==> config.mk <==
export PLATFORM = sky130hd
export DESIGN_NAME = score_bcd_scheduler
export DESIGN_NICKNAME = d
export VERILOG_FILES = /design/src/rtl/score_bcd_scheduler.sv
export SDC_FILE = /design/constraint.sdc
export NUM_CORES = 1
export LEC_CHECK = 0
export ABC_CLOCK_PERIOD_IN_PS = 2200
export BUFFER_PORTS_ARGS = -buffer_cell sky130_fd_sc_hd__buf_2
export CORE_ASPECT_RATIO = 2
export CORE_MARGIN = 5
export CORE_UTILIZATION = 40
export CTS_BUF_LIST = sky130_fd_sc_hd__clkbuf_8
export DETAILED_ROUTE_END_ITERATION = 8
export SLEW_MARGIN = 20
export SYNTH_ARGS = -nofsm -noshare
export SYNTH_HDL_FRONTEND = slang
export SYNTH_SLANG_ARGS = --single-unit
==> constraint.sdc <==
create_clock -name clk -period 2.2 [get_ports clk]
set_input_delay 0.22 -clock clk [delete_from_list [all_inputs] [get_ports clk]]
set_output_delay 0.22 -clock clk [all_outputs]
set_load 0.01 [all_outputs]
==> src/rtl/score_bcd_scheduler.sv <==
// Two-channel score-to-BCD scheduler sharing one shift-per-clock double-dabble engine.
// Optional feature: define SCORE_BCD_ZERO_BLANK_EN to blank leading zeros with 4'hF.
module score_bcd_scheduler #(
  parameter int WIDTH   = 10,
  parameter int MAX_VAL = 999
) (
  input  logic             clk,
  input  logic             rst,
  input  logic             req_0,
  input  logic [WIDTH-1:0] bin_0,
  input  logic             req_1,
  input  logic [WIDTH-1:0] bin_1,
  output logic             ack_0,
  output logic             ack_1,
  output logic             done_0,
  output logic             done_1,
  output logic [3:0]       ch0_d2,
  output logic [3:0]       ch0_d1,
  output logic [3:0]       ch0_d0,
  output logic [3:0]       ch1_d2,
  output logic [3:0]       ch1_d1,
  output logic [3:0]       ch1_d0,
  output logic             busy
);

  typedef enum logic [1:0] {ST_IDLE, ST_SHIFT, ST_WRITE} state_e;

  localparam logic [WIDTH-1:0] MAX_BIN  = WIDTH'(MAX_VAL);
  localparam logic [3:0]       LAST_CNT = 4'(WIDTH - 1);

  state_e           state_q, state_d;
  logic             last_grant_q, last_grant_d;
  logic             gnt_q, gnt_d;
  logic [WIDTH-1:0] shreg_q, shreg_d;
  logic [11:0]      bcd_q, bcd_d;
  logic [3:0]       cnt_q, cnt_d;
  logic             ack0_q, ack0_d, ack1_q, ack1_d;
  logic             done0_q, done0_d, done1_q, done1_d;
  logic [11:0]      ch0_q, ch0_d, ch1_q, ch1_d;

  logic             win_ch;
  logic [WIDTH-1:0] bin_sel;

  // Pre-shift correction: any nibble >= 5 would overflow past 9 once doubled.
  function automatic logic [11:0] dabble_adj(input logic [11:0] b);
    logic [11:0] r;
    for (int i = 0; i < 3; i++) begin
      r[i*4 +: 4] = (b[i*4 +: 4] >= 4'd5) ? b[i*4 +: 4] + 4'd3 : b[i*4 +: 4];
    end
    return r;
  endfunction

  function automatic logic [11:0] fmt_digits(input logic [11:0] b);
`ifdef SCORE_BCD_ZERO_BLANK_EN
    logic [11:0] r;
    r = b;
    if (b[11:8] == 4'd0) begin
      r[11:8] = 4'hF;
      if (b[7:4] == 4'd0) r[7:4] = 4'hF;
    end
    return r;
`else
    return b;
`endif
  endfunction

  // Tie goes to the channel not served last; a lone requester always wins.
  assign win_ch  = (req_0 && req_1) ? ~last_grant_q : req_1;
  assign bin_sel = win_ch ? bin_1 : bin_0;

  always_comb begin
    // NOTE: every _d gets a default first so no path leaves it unassigned,
    // which would otherwise infer a latch.
    state_d      = state_q;
    last_grant_d = last_grant_q;
    gnt_d        = gnt_q;
    shreg_d      = shreg_q;
    bcd_d        = bcd_q;
    cnt_d        = cnt_q;
    ch0_d        = ch0_q;
    ch1_d        = ch1_q;
    ack0_d       = 1'b0;
    ack1_d       = 1'b0;
    done0_d      = 1'b0;
    done1_d      = 1'b0;

    case (state_q)
      ST_IDLE: begin
        if (req_0 || req_1) begin
          gnt_d        = win_ch;
          last_grant_d = win_ch;
          shreg_d      = (bin_sel > MAX_BIN) ? MAX_BIN : bin_sel;
          bcd_d        = 12'd0;
          cnt_d        = 4'd0;
          ack0_d       = ~win_ch;
          ack1_d       = win_ch;
          state_d      = ST_SHIFT;
        end
      end
      ST_SHIFT: begin
        {bcd_d, shreg_d} = {dabble_adj(bcd_q), shreg_q} << 1;
        cnt_d            = cnt_q + 4'd1;
        if (cnt_q == LAST_CNT) state_d = ST_WRITE;
      end
      ST_WRITE: begin
        if (gnt_q) begin
          ch1_d   = fmt_digits(bcd_q);
          done1_d = 1'b1;
        end else begin
          ch0_d   = fmt_digits(bcd_q);
          done0_d = 1'b1;
        end
        state_d = ST_IDLE;
      end
      default: state_d = ST_IDLE;
    endcase
  end

  always_ff @(posedge clk) begin
    // NOTE: non-blocking assignments so every flop samples pre-edge values.
    if (rst) begin
      state_q      <= ST_IDLE;
      last_grant_q <= 1'b1;
      gnt_q        <= 1'b0;
      shreg_q      <= '0;
      bcd_q        <= 12'd0;
      cnt_q        <= 4'd0;
      ack0_q       <= 1'b0;
      ack1_q       <= 1'b0;
      done0_q      <= 1'b0;
      done1_q      <= 1'b0;
      ch0_q        <= 12'd0;
      ch1_q        <= 12'd0;
    end else begin
      state_q      <= state_d;
      last_grant_q <= last_grant_d;
      gnt_q        <= gnt_d;
      shreg_q      <= shreg_d;
      bcd_q        <= bcd_d;
      cnt_q        <= cnt_d;
      ack0_q       <= ack0_d;
      ack1_q       <= ack1_d;
      done0_q      <= done0_d;
      done1_q      <= done1_d;
      ch0_q        <= ch0_d;
      ch1_q        <= ch1_d;
    end
  end

  assign ack_0  = ack0_q;
  assign ack_1  = ack1_q;
  assign done_0 = done0_q;
  assign done_1 = done1_q;
  assign {ch0_d2, ch0_d1, ch0_d0} = ch0_q;
  assign {ch1_d2, ch1_d1, ch1_d0} = ch1_q;
  assign busy   = (state_q != ST_IDLE);

endmodule
After elaboration in Yosys (flattened, before gate mapping)
Index checks and enable logic that the tools add are counted.

Equal/unequal tests: 5. Add/subtract/negate cells: 4. Muxes and demuxes: 17. Bitwise operators: 6. Reductions and logical operators: 12. $lt $le $gt $ge: 4.

Operator list (count): $mux W10 (3); $pmux W12 S2 (1); $pmux W10 S2 (1); $ge A4 B3 Y1 const B (3); $mux W12 (1); $mux W4 (3); $gt A10 B10 Y1 const B (1); $reduce_and A2 Y1 (5); $add A4 B2 Y4 const B (2); $pmux W4 S2 (1); $not A1 Y1 (6); $add A4 B1 Y4 const B (1); $eq A4 B4 Y1 const B (1); $mux W2 (2); $ne A2 B2 Y1 const B (2); $pmux W2 S2 (1); $reduce_bool A2 Y1 (2); $add A3 B2 Y3 const B (1); $mux W1 (3); $mux W3 (1); $reduce_or A3 Y1 (1); $eq A2 B1 Y1 const B (1); $eq A2 B2 Y1 const B (1); $logic_not A2 Y1 (1); 3 further kinds (3).

Register bits: 58. Logic and storage cells: 60. Input bits: 24.

Depth between registers and ports, before layout
Gate-level depths: netlist (run 1).

Depth after elaboration: 7. Depth in mapped cells: 6. Mapped depth without buffers: 6.

Worst setup path before layout (run 1)
OpenSTA, ideal clock, no wires.

Path kind: in2reg. Start: input req_0. End: register shreg_q[6]. Stages on the path: 5. Arrival: 1.344 ns. Setup slack: 0.728 ns. Library setup time: 0.128 ns. Path buffers: 1. Data required time: 2.072 ns. Cell sequence: buf_2 > a21boi_2 > mux2_2 > a222oi_1 > nor2_1.

Word-level cells in the longest chain between the ends: 7. Elaborated cells on any way between the ends: 10. Classes of those cells: order compare: 1; eq/ne: 1; mux: 5; reduce/logical: 3.

Ends and longest elaborated chain: from (decl) (line 9) `input logic req_0,`; $logic_and A1 B1 Y1 (line 68) `assign win_ch = (req_0 && req_1) ? ~last_grant_q : req_1;`; $mux W1 (line 68); $mux W10 (line 69) `assign bin_sel = win_ch ? bin_1 : bin_0;`; $gt A10 B10 Y1 (line 92) `shreg_d = (bin_sel > MAX_BIN) ? MAX_BIN : bin_sel;`; $mux W10 (line 92); $mux W10 (line 89) `if (req_0 || req_1) begin`; $pmux W10 S2 (line 87) `case (state_q)`; to (signal assigned) (line 138) `shreg_q <= shreg_d;`; to (decl) (line 34) `logic [WIDTH-1:0] shreg_q, shreg_d;`.

Parallel ways exist; a longest one is shown, timed or not. The select of a mux whose other input is x is not followed. A chain may end at the register's enable or synchronous reset.

Worst setup path in the final report (run 1)
Start: register last_grant_q. End: register shreg_q[6].

Word-level cells in the longest chain between the ends: 7.

Ends and longest elaborated chain: from (decl) (line 32) `logic last_grant_q, last_grant_d;`; from (signal assigned) (line 136) `last_grant_q <= last_grant_d;`; $not A1 Y1 (*) (line 68); $mux W1 (*) (line 68); $mux W10 (*) (line 69); $gt A10 B10 Y1 (line 92); $mux W10 (*) (line 92); $mux W10 (*) (line 89); $pmux W10 S2 (*) (line 87).

Every way passes the cells marked *; elsewhere a longest branch is shown, timed or not. The select of a mux whose other input is x is not followed.

==> results of run 1 <==
-- state kept, by name, indices dropped and copies added (netlist names) --
register and count:
ack_0 1, ack_1 1, bcd_q 12, ch0_q 12
ch1_q 12, cnt_q 4, done_0 1, done_1 1
gnt_q 1, last_grant_q 1, shreg_q 10, state_q 2
-- cell type report --
cell class                 instances  area share [%]
timing repair buffer              55            9.47
tap                               63            2.64
multi-input combinational        204            41.0
sequential                        58            38.9
inverter                           9            1.13
clock buffer                      12            5.53
clock inverter                     3            1.30
-- worst max-delay path by stage --
stage	slack (ps)	to	cells after the start	startpoint
detailed placement	520	shreg_q[6]	5	req_1
global route	400	shreg_q[6]	4	last_grant_q
finish	580	shreg_q[6]	4	last_grant_q
global placement	570	shreg_q[9]	5	req_1
floorplan	730	shreg_q[6]	5	req_0
CTS	560	shreg_q[6]	4	last_grant_q
-- logic make-up after synthesis --
kind of cell | count (synthesis) | synth area share [%]
and+or+nand+nor | 111 | 20.6
DFF | 58 | 46.8
adders and majority gates | 8 | 4.03
buffers and inverters | 22 | 3.83
AOI/OAI and AO/OA | 71 | 18.6
xor gates and xnor gates | 3 | 1.06
muxes | 11 | 5.09
-- metrics by stage --
| stage | setup slack, ps | instance area, µm² | power (µW) | cells | util, % |
|---|---|---|---|---|---|
| 4_1_cts | 559 | 2990 | 2300 | 404 | 49.7 |
| 3_5_place_dp | 519 | 2780 | 1300 | 389 | 46.3 |
| 2_1_floorplan | 728 | 2480 | 1240 | 284 | - |
| 5_1_grt | 404 | 2990 | 2370 | 404 | 49.7 |
| 3_3_place_gp | 574 | 2780 | 1300 | 389 | 46.3 |
| 6_report | 576 | 2990 | 2270 | 404 | 49.7 |
-- worst max-delay path: cells and delay by family (launching register included) --
| family | cells | cell delay (ps) |
|---|---|---|
| flip-flops | 1 | 340 |
| AO/OA/AOI/OAI | 2 | 710 |
| AND/OR/NAND/NOR | 1 | 60 |
| multiplexers | 1 | 390 |
-- synth_stat cells, types with 2 or more instances --
| cell type | count | area [µm²] |
|---|---|---|
| nor3_1 | 4 | 20.0 |
| inv_1 | 9 | 33.8 |
| o22ai_1 | 6 | 37.5 |
| nand2b_1 | 4 | 25.0 |
| a31o_2 | 2 | 17.5 |
| xnor2_1 | 3 | 26.3 |
| mux2_2 | 5 | 56.3 |
| mux2_4 | 2 | 30.0 |
| a21oi_1 | 35 | 175 |
| nor2_1 | 18 | 67.6 |
| o31ai_1 | 3 | 22.5 |
| nor3b_1 | 3 | 22.5 |
| buf_2 | 4 | 20.0 |
| a222oi_1 | 5 | 50.1 |
| a22o_1 | 4 | 35.0 |
| nor2b_1 | 2 | 12.5 |
| mux2i_1 | 4 | 40.0 |
| nand3_1 | 5 | 25.0 |
| dfxtp_1 | 58 | 1160 |
| o21ai_0 | 5 | 25.0 |
| clkbuf_1 | 7 | 26.3 |
| nand2_1 | 57 | 214 |
| ha_1 | 8 | 100 |
| a32o_1 | 4 | 40.0 |
| nand4_1 | 7 | 43.8 |
| a31oi_1 | 2 | 12.5 |
| nand3b_1 | 2 | 15.0 |
| or2_2 | 2 | 12.5 |
-- power groups by stage --
stage / sequential, µW / clock [µW] / combinational (µW)
floorplan: 1120 / 0 / 123
global placement: 1120 / 0 / 176
detailed placement: 1120 / 0 / 178
CTS: 1100 / 1020 / 178
global route: 1100 / 1080 / 198
finish: 1100 / 994 / 176
-- layer usage --
metal | track usage, % | part of all wire [%] | up-vias
met1 | 16.0 | 37 | 1047
li1 | - | - | 1105
met2 | 28.7 | 55 | 51
met4 | 8.44 | 2.4 | 0
met5 | 0 | 0 | -
met3 | 5.10 | 5.3 | 12
==> metrics.cfg, run 1 <==
[run_status]
status = finished, final reports clean

[yosys]
yosysWarnings = 0
syn_inst = 284
syn_avg_cell_area_um2 = 8.74
ys.flop_type = dfxtp_1
ys_ff_latch = 58
async_reset_ff_share_pct = 0
netlist_area_mm2 = 0.00248
synth-edff-count = 0
synth_cell_types = 42
syn-num-nets = 316
seq_area_frac_synth_pct = 46.8

[floorplan]
fp.dieArea_mm2 = 0.00797
pin_count = 53
chipHeight_um = 121
coreArea_mm2 = 0.00601
initial_core_util_pct = 41.3
num_rows = 40
die_w_um = 65.7

[power]
clkPwrFrac_pct = 43.8
p_comb_share_pct = 7.8
p_int_uw = 1760
power.density_mw_per_mm2 = 760
p_leak_uw = 0.00126
switching_share_pct = 22.5
max-vdd-ir-drop_mv = 0.484
p_sw_uw = 511
power_frac_seq_pct = 48.4

[layout]
multi_input_area_mm2 = 0.00122
layout_common_cells = dfxtp_1 (58), nand2_1 (57), buf_2 (52), a21oi_1 (35), nor2_1 (18)
antenna_cells = 0
layout_commonest_cell = dfxtp_1
regArea_mm2 = 0.00116
synthToLayoutAreaGrowth_pct = 20.3
nets = 369
num-fill-cells = 628
drive_gt1_share_pct = 24.9

[global_route]
grt_max_degree = 42
grt_pass1_wl_mm = 9.80
grt.total_usage_pct = 16.1
grt-ovfl-total = 0
grt_pass1_vias = 2144
antenna_found_initial = 0

[timing]
fin_crit_sh_pct = 73.8
holdWs_ps = 204
rsz0062_at_grt = false
hold_viol = 0
tns_ps = 0
finClkSkew_ps = 6.82
setup_viol = 0
relSlewSlack_pct = 54.9
report.final.slew_viol_count = 0
tightest_slew_ps = 672
fmax_ghz = 0.616
layout_min_cycle_time_ps = 1620

[clocking]
postCtsSetupRepairBufs = 0
tritoncts = yes
clk_pin_slew_ps = 60
clk_path_buf_depth = 2
numCtsBuffers = 9
clk_latency_ps = 340
cts_sinks = 58
ctsResizeCount = 0
htreeDepth = 3
clockRootBuffer = clkbuf_8
holdBufCountCts = 0

[setup_path]
path_class = reg2reg
cp-end-kind = register
worst-r2r-cell-count = 4
cp-start-kind = register
worstPathCellList = a21boi_2 -> mux2_2 -> a222oi_1 -> nor2_1
arrival_ps = 1840
slowest_delay_ps = 400
crit_slowest_cell = a21boi_2
reg2reg_slack_ps = 580
r2r_start = last_grant_q
r2r_end = shreg_q[6]
crit_required_ps = 2410
path_max_fanout = 8

[drt]
viasPerCell = 5.48
vias = 2215
drc = 0
drt_iter0_drc = 84
wirelength_mm = 5.88
antenna_left = 0
drt_pass1_iterations = 4
post_drt_wl_per_cell_um = 14.5

[min_path]
hp-start = rst
hp-class = in2reg
hold_depth = 3
holdPathEnd = last_grant_q

[placement]
gp_congestion = 0.768
dp_hpwl_mm = 4.35
numPortBuffers = 52

[flow_run]
drv_cap = 0

Power figures use the tool's default switching activity.
==> run 2: changes to the inputs <==
- ABC_AREA: not set -> 1
- ABC_CLOCK_PERIOD_IN_PS: 2200 -> 1600
- clock period: 2.2 -> 1.6 ns (I/O delays scaled with it)
==> metrics.cfg, run 2 <==
[clocking]
clk_latency_ps = 340  ; about the same
clk_pin_slew_ps = 60  ; about the same
numCtsBuffers = 9  ; unchanged
clk_path_buf_depth = 2  ; unchanged
htreeDepth = 3  ; unchanged
tritoncts = yes
clockRootBuffer = clkbuf_8
cts_sinks = 58  ; unchanged

[yosys]
synth_cell_types = 29  ; -31%
yosys-top-cells-area = dfxtp_1 (44%), inv_1 (9.2%), o21ai_0 (7.5%), a21oi_1 (6.9%), nand2_1 (5.6%)
seq_area_frac_synth_pct = 44.5  ; -2.3 points
syn_inst = 341  ; +20%
syn_avg_cell_area_um2 = 7.66  ; -12%
ys_ff_latch = 58  ; unchanged
synth_top_area_share_pct = 44.5  ; -2.3 points
yosys-top-cells-count = inv_1 (64), dfxtp_1 (58), nand2_1 (39), o21ai_0 (39), a21oi_1 (36)
synth-edff-count = 0  ; unchanged
syn-num-nets = 373  ; +18%
yosysMostFrequentCell = inv_1
synth_top_cell_by_area = dfxtp_1
yosysWarnings = 0  ; unchanged
netlist_area_mm2 = 0.00261  ; +5.2%
async_reset_ff_share_pct = 0  ; unchanged
ys.flop_type = dfxtp_1

[timing]
fmax_ghz = 0.687  ; +12%
hold_viol = 0  ; unchanged
report.final.slew_viol_count = 0  ; unchanged
timing.final.ws_setup_ps = 144  ; -432 ps
tns_ps = 0  ; unchanged
layout_min_cycle_time_ps = 1460  ; -168 ps
relSlewSlack_pct = 76.5  ; +22 points
rsz0062_at_grt = false
setup_viol = 0  ; unchanged
finClkSkew_ps = 9.78  ; +2.96 ps
tightest_slew_ps = 353  ; -319 ps
fin_crit_sh_pct = 91.0  ; +17 points

[global_route]
grt.total_usage_pct = 17.5  ; +1.4 points
grt_pass1_vias = 2343  ; +9.3%
grt-ovfl-total = 0  ; unchanged
grt_pass1_wl_mm = 10.9  ; +11%
grt_max_degree = 33  ; -21%
antenna_found_initial = 0  ; unchanged

[setup_path]
cp.depth = 9  ; +5
crit_required_ps = 1830  ; -580 ps
worst_path_most_repeated_cell = nand2_1
cp-end-kind = register
path_delay_family = simple AND/OR/NAND/NOR gates
arrival_ps = 1680  ; -160 ps
path_class = reg2reg
worst-r2r-cell-count = 9  ; +5
worstPathCellList = nand2_2 -> nand2_8 -> nand2_1 -> nand2_1 -> nand2_1 -> nor2_4 -> nand2_2 -> a21oi_1 -> nor2_1
slowest_delay_ps = 350  ; -50 ps
path_max_fanout = 12  ; +4
cp-start-kind = register
crit_slowest_cell = dfxtp_1
crit_buf_inv = 0  ; unchanged

[drt]
vias = 2386  ; +7.7%
drt_iter0_drc = 78  ; -7.1%
post_drt_wl_per_cell_um = 13.7  ; -5.7%
wirelength_mm = 6.69  ; +14%
antenna_left = 0  ; unchanged
viasPerCell = 4.89  ; -11%
drc = 0  ; unchanged
drt_pass1_iterations = 4  ; unchanged

[floorplan]
coreArea_mm2 = 0.00636  ; +5.9%
pin_count = 53  ; unchanged
num_rows = 41  ; +2.5%
die_w_um = 67.1  ; +2.2%
chipHeight_um = 124  ; +2.4%
initial_core_util_pct = 41.1  ; -0.26 points
fp.dieArea_mm2 = 0.00834  ; +4.6%

[power]
p_leak_uw = 0.00141  ; +12%
power.density_mw_per_mm2 = 1040  ; +37%
max-vdd-ir-drop_mv = 0.547  ; +13%

[min_path]
hold_depth = 3  ; unchanged
hp-class = in2reg

[placement]
gp_congestion = 0.823  ; +7.1%
place_ws_ps = 116  ; -403 ps
numPortBuffers = 52  ; unchanged
dp_hpwl_mm = 5.09  ; +17%

[layout]
layout_common_cells = inv_1 (67), dfxtp_1 (58), buf_2 (52), nand2_1 (39), o21ai_0 (39)
reg_top3 = bcd_q x12, ch0_q x12, ch1_q x12
antenna_cells = 0  ; unchanged
nets = 429  ; +16%
drive_gt1_share_pct = 22.9  ; -2.0 points
layout_commonest_cell = inv_1
synthToLayoutAreaGrowth_pct = 20.6

[flow_run]
drv_cap = 0  ; unchanged

[run_status]
status = finished, final reports clean

run 2: cell types whose count changed in the layout (fill, tap and decap cells not counted), sizes merged, moves of 4 or more:
cell    delta
nand2      -7
nand3      +6
a222oi     -5
inv       +59
mux2       -7
nand2b     -4
o21ai     +37
nor2       +8
nand4      -7
o22ai      +9
a32o       -4
run 2: through the flow:
step           hold slack [ps]  std cells  utilization [%]  power [µW]  instance area (µm²)
6_report                   167        488             49.5        3270                 3150
2_1_floorplan              329        341                -        1860                 2610
4_1_cts                    152        488             49.4        3310                 3140
3_5_place_dp               437        472             46.2        1970                 2940
3_3_place_gp               433        472             46.2        1970                 2940
5_1_grt                    175        488             49.5        3430                 3150
run 2: repair_timing:
action / 4_1_cts / 5_1_grt
gates resized for setup: 0 / 1
buffers inserted: 0 / 0
hold buffers: 0 / 0
setup endpoints to repair: 0 / 1
run 2: metal layers:
| layer | GRT usage (%) | vias up | wire length (µm) |
|---|---|---|---|
| li1 | - | 1212 | - |
| met2 | 32.2 | 54 | 3810 |
| met1 | 16.1 | 1103 | 2340 |
| met4 | 9.57 | 0 | 229 |
| met3 | 5.14 | 17 | 316 |
| met5 | 0 | - | 0 |
run 2: worst register-to-register path: stages (launching register included):
cell and delay [ps]:
dfxtp_1 350, nand2_2 150, nand2_8 150, nand2_1 70
nand2_1 80, nand2_1 90, nor2_4 140, nand2_2 90
a21oi_1 170, nor2_1 50
run 2: worst paths after layout:
kind | from | end | slack (ps)
setup / recovery | last_grant_q | shreg_q[4] | 140
hold reg to reg | ch0_q[10] | ch0_q[10] | 440
setup reg to reg | last_grant_q | shreg_q[4] | 140
hold / removal | bin_1[5] | shreg_q[5] | 170
run 2: kinds of logic after synthesis:
logic type / count (synthesis) / synth area share (%)
AO/OA/AOI/OAI: 104 / 22.0
AND/OR/NAND/NOR: 91 / 16.6
buffers and inverters: 79 / 12.6
flip-flops: 58 / 44.5
adder cells (fa/ha/maj): 8 / 3.83
multiplexers: 1 / 0.383
run 2: area by class of cell:
type	count	area [µm²]
Clock buffer	11	151
Timing Repair Buffer	58	305
Sequential cell	58	1160
Multi-Input combinational cell	204	1130
Clock inverter	5	46.3
Tap cell	86	108
Inverter	66	248
Fill cell	697	3210
run 2: power by group:
part	total, µW	internal (µW)	switching, µW
Clock	1330	784	542
Combinational	414	144	270
Sequential	1530	1500	26.0
